File: src/rtl/cacheline_adapter.sv
// Cacheline adapter: turns one full-line cache request into a BEATS-long
// memory burst, holding bmem_read/bmem_write for the whole line.
module cacheline_adapter #(
   parameter int ADDR_WIDTH = 32,
   parameter int LINE_WIDTH = 256,
   parameter int BEAT_WIDTH = 64
) (
   input  logic                  clk,
   input  logic                  rst_n,
   input  logic [ADDR_WIDTH-1:0] dfp_addr,
   input  logic                  dfp_read,
   input  logic                  dfp_write,
   input  logic [LINE_WIDTH-1:0] dfp_wdata,
   output logic [LINE_WIDTH-1:0] dfp_rdata,
   output logic                  dfp_resp,
   output logic [ADDR_WIDTH-1:0] bmem_address,
   output logic                  bmem_read,
   output logic                  bmem_write,
   output logic [BEAT_WIDTH-1:0] bmem_wdata,
   input  logic [BEAT_WIDTH-1:0] bmem_rdata,
   input  logic                  bmem_resp
);

   localparam int BEATS = LINE_WIDTH / BEAT_WIDTH;
   localparam int CW    = (BEATS > 1) ? $clog2(BEATS) : 1;

   localparam logic [ADDR_WIDTH-1:0] OFF_MASK =
      ADDR_WIDTH'(LINE_WIDTH / 8 - 1);

   typedef enum logic [1:0] {
      IDLE,
      READ,
      WRITE,
      DONE
   } state_t;

   state_t                state, state_n;
   logic [CW-1:0]         cnt;
   logic [ADDR_WIDTH-1:0] addr_q;
   logic [LINE_WIDTH-1:0] wbuf;
   logic [LINE_WIDTH-1:0] rbuf;
   logic                  last_beat;

   assign last_beat = (cnt == CW'(BEATS - 1));

   // State register
   always_ff @(posedge clk or negedge rst_n) begin
      if (!rst_n) state <= IDLE;
      else        state <= state_n;
   end

   // Next-state: read beats write, DONE always returns to IDLE
   always_comb begin
      state_n = state;
      unique case (state)
         IDLE: begin
            if (dfp_read)       state_n = READ;
            else if (dfp_write) state_n = WRITE;
         end
         READ, WRITE: begin
            if (bmem_resp && last_beat) state_n = DONE;
         end
         DONE:    state_n = IDLE;
         default: state_n = IDLE;
      endcase
   end

   // Request latch, beat counter and line buffers
   always_ff @(posedge clk or negedge rst_n) begin
      if (!rst_n) begin
         cnt    <= '0;
         addr_q <= '0;
         wbuf   <= '0;
         rbuf   <= '0;
      end else begin
         unique case (state)
            IDLE: begin
               if (dfp_read || dfp_write) begin
                  addr_q <= dfp_addr & ~OFF_MASK;
                  cnt    <= '0;
               end
               if (!dfp_read && dfp_write) wbuf <= dfp_wdata;
            end
            READ: begin
               if (bmem_resp) begin
                  rbuf[cnt*BEAT_WIDTH +: BEAT_WIDTH] <= bmem_rdata;
                  cnt <= cnt + CW'(1);
               end
            end
            WRITE: begin
               if (bmem_resp) cnt <= cnt + CW'(1);
            end
            default: ;
         endcase
      end
   end

   // Outputs decoded from registered state and buffers only
   always_comb begin
      bmem_read    = (state == READ);
      bmem_write   = (state == WRITE);
      bmem_address = '0;
      bmem_wdata   = '0;
      if (state == READ || state == WRITE) bmem_address = addr_q;
      if (state == WRITE) bmem_wdata = wbuf[cnt*BEAT_WIDTH +: BEAT_WIDTH];
      dfp_resp  = (state == DONE);
      dfp_rdata = rbuf;
   end

endmodule
File: config.mk
export PLATFORM = sky130hd
export DESIGN_NAME = cacheline_adapter
export DESIGN_NICKNAME = d
export VERILOG_FILES = /design/src/rtl/cacheline_adapter.sv
export SDC_FILE = /design/constraint.sdc
export NUM_CORES = 1
export LEC_CHECK = 0
export CAP_MARGIN = 20
export CORE_AREA = 4 4 277 279
export CTS_CLUSTER_DIAMETER = 80
export DETAILED_ROUTE_END_ITERATION = 8
export DIE_AREA = 0 0 281 283
export SYNTH_ARGS = -nofsm -noshare
export SYNTH_HDL_FRONTEND = slang
export SYNTH_SLANG_ARGS = --single-unit
File: constraint.sdc
create_clock -name clk -period 2.85 [get_ports clk]
set_input_delay 0.4275 -clock clk [delete_from_list [all_inputs] [get_ports clk]]
set_output_delay 0.4275 -clock clk [all_outputs]
set_load 0.02 [all_outputs]
==> results.cfg <==
[status]
outcome = finished clean

[clock_network]
numCtsBuffers = 66
cts_tree = built
clk_latency_ns = 0.58
cts_htree_levels = 3
clockBufferDepth = 3
clock-sinks = 543
clk_pin_slew_ns = 0.06
clockRootBuffer = clkbuf_16

[sta]
max_slew_margin_pct = 37.8
fin_worst_skew_ns = 0.0167
min_period_ns = 2.82
fin_crit_sh_pct = 98.9
slew_violations = 0
tightestPinTransition_ns = 0.932
finalHoldViolCount = 0
timing.hold.ws_ns = 0.438
fmax_mhz = 355
post-route-worst-setup-slack_ns = 0.0310
setup_viol = 0
rsz0062_at_grt = true

[synthesis]
synth_top_family_by_area = multiplexers
yosysWarnings = 0
synth_fa_ha_area_share_pct = 0.602
ys_async_sr_fraction_pct = 100
yosys.area.top_type = dfrtp_1
syn_avg_cell_area_um2 = 13.0
synthMuxAreaShare_pct = 20.5
synth.most_common_cell = dfrtp_1
ys.flop_type = dfrtp_1
synth_compound_area_share_pct = 7.15
netlist_top_cells_count = 543 x dfrtp_1, 344 x nand2_1, 283 x mux2_2, 120 x o21ai_1, 91 x and2_1
synthesis.area_mm2 = 0.0229
synth_edf_count = 0
synth_area_leaders = dfrtp_1 59%, mux2_2 14%, mux4_2 6.3%
synth_xor_area_share_pct = 0
ys_seq_area_share_pct = 59.4
ys_types = 32
netlist_instances = 1755
synth-seq-cells = 543
yosys.area_share.simple_pct = 8.71
synth_top_area_share_pct = 59.4

[place]
place_inst = 3366
dpl-instance-area_mm2 = 0.0312
numPortBuffers = 701
dp_hpwl_mm = 58.1
gp_congestion = 0.850
pre_cts_slack_ns = 0.212

[final_layout]
area_growth_pct = 46.7
final_cell_count_no_fill = 3517
nFillCells = 6818
layout-drive-gt1-share_pct = 23.5
final-seq-area_mm2 = 0.0136
stdcell_area_mm2 = 0.0335
multi_input_area_mm2 = 0.00855
nets = 2850

[worst_setup_path]
crit_type = flip-flop to output port
critPathLaunchType = flip-flop
max_stage_delay_ns = 0.48
r2r_cells = 8
worstSetupEndpointType = output port
crit_cells = 7
cpMostUsedCell = buf_12
cp.required_ns = 2.42
critPathBufInv = 5
path_delay_family = buffers and inverters
critPathMaxFanout = 15
crit_path_cell_trace = buf_12 -> buf_12 -> buf_16 -> buf_4 -> mux4_2 -> and2_1 -> buf_2
crit_arrival_ns = 2.39
slowest_stage = dfrtp_4

[global_route]
gr-usage-met2_pct = 33.1
grt_pass1_vias = 17900
grtUsageTotal_pct = 19.4
antenna_found_initial = 16
gr-total-overflow = 0
met3_usage_pct = 4.51
use_met1_pct = 23.1
grt_start_max_net_pins = 118
busiest_layer = met2
grt_pass1_wl_mm = 117

[routing]
drc_errors = 0
post_drt_wl_per_cell_um = 22.2
ant_nets = 0
drtIter0Drc = 769
vias = 16600
via_per_inst = 4.73
dr.pass1.iters = 5
wirelength_mm = 78.1

[power_and_ir_drop]
power.total_mw = 33.9
power_density_mw_per_mm2 = 1010
power_leakage_nw = 14.3
vdd_drop_max_v = 0.000782

[die]
io_pins = 712
floorplan.rows = 100
design.core.area_mm2 = 0.0742
initial_core_util_pct = 30.8
die_h_um = 283
die_area_mm2 = 0.0795
die_w_um = 281

[run]
drv_cap = 0

[min_path]
hold_class = input port to asynchronous set/reset pin
[metrics by stage]
step | utilization (%) | TNS (ns)
after floorplan | - | 0
after global placement | 42.1 | 0
after detailed placement | 42.1 | 0
after CTS | 45.1 | -0.431
after global routing | 45.2 | -0.166
final | 45.2 | 0
[state kept, by name, summed over array words and instances, names as in the netlist]
signal / count
wbuf: 256
state: 2
dfp_rdata: 256
addr_q: 27
cnt: 2
[repair_timing]
action                                  CTS  global route
resized for setup                       184            45
buffers inserted                         10             6
endpoints found under the setup margin   91            35
pin swaps                                 1             1
endpoints found under the hold margin    48             0
hold buffers                              1             0
cloned                                    0             0
[cell type report]
type,count,share of cell area (%)
clock buffer,98,5.92
timing repair buffer,789,23.5
sequential,543,40.6
tap,969,3.62
inverter,5,0.0560
multi-input combinational,1077,25.5
clock inverter,19,0.687
antenna,17,0.127
[report_power, final]
group	internal, mW	total (mW)	switching, mW
combinational	7.08	13.3	6.22
clock	5.12	8.45	3.33
sequential	10.5	12.1	1.59
[routing by layer]
layer	vias up	share of wire (%)
li1	7573	-
met1	8412	39
met2	511	51
met3	145	5.7
met4	2	4.2
met5	-	0.014
[cell usage in the layout (no fill, tap or decap), types with 3 or more instances in the layout]
cell and n:
a22o_1 86, and2_1 89, buf_12 27, buf_2 30
buf_4 55, buf_6 4, bufinv_16 3, clkbuf_1 13
clkbuf_16 68, clkbuf_2 4, clkbuf_8 17, clkdlybuf4s15_1 9
clkdlybuf4s15_2 4, clkdlybuf4s50_1 609, clkinv_2 7, clkinv_8 3
conb_1 5, dfrtp_1 541, diode_2 17, dlygate4sd2_1 33
dlymetal6s2s_1 10, ha_1 8, inv_1 5, inv_6 3
mux2_2 283, mux2i_1 5, mux4_2 64, nand2_1 344
nand3_4 3, o21ai_0 51, o21ai_1 120
[final timing paths]
path / slack [ns] / end / start
min in group clk: 0.44 / addr_q[5]$_DFFE_PN0P_ / dfp_addr[5]
max: 0.03 / bmem_wdata[29] / cnt[0]$_DFFE_PN0P_
max reg2reg: 0.25 / dfp_rdata[55]$_DFFE_PN0P_ / cnt[0]$_DFFE_PN0P_
max in group asynchronous: 1.42 / addr_q[27]$_DFFE_PN0P_ / rst_n
min: 0.44 / wbuf[15]$_DFFE_PN0P_ / rst_n
min reg2reg: 0.48 / dfp_rdata[77]$_DFFE_PN0P_ / dfp_rdata[77]$_DFFE_PN0P_
[cell families (layout without fill, tap and decap cells)]
logic type,count (synthesis),count (layout)
AOI/OAI and AO/OA,260,260
muxes,352,352
adders and majority gates,11,11
and+or+nand+nor,449,449
other,1,22
buffers and inverters,139,911
DFF,543,543
[worst reg2reg max path, delay by kind of cell (launching register included)]
kind | cells | cell delay, ns
buffers and inverters | 5 | 0.98
AOI/OAI and AO/OA | 1 | 0.52
DFF | 1 | 0.48
adders and majority gates | 1 | 0.43
and+or+nand+nor | 1 | 0.09
Power figures use the tool's default switching activity.
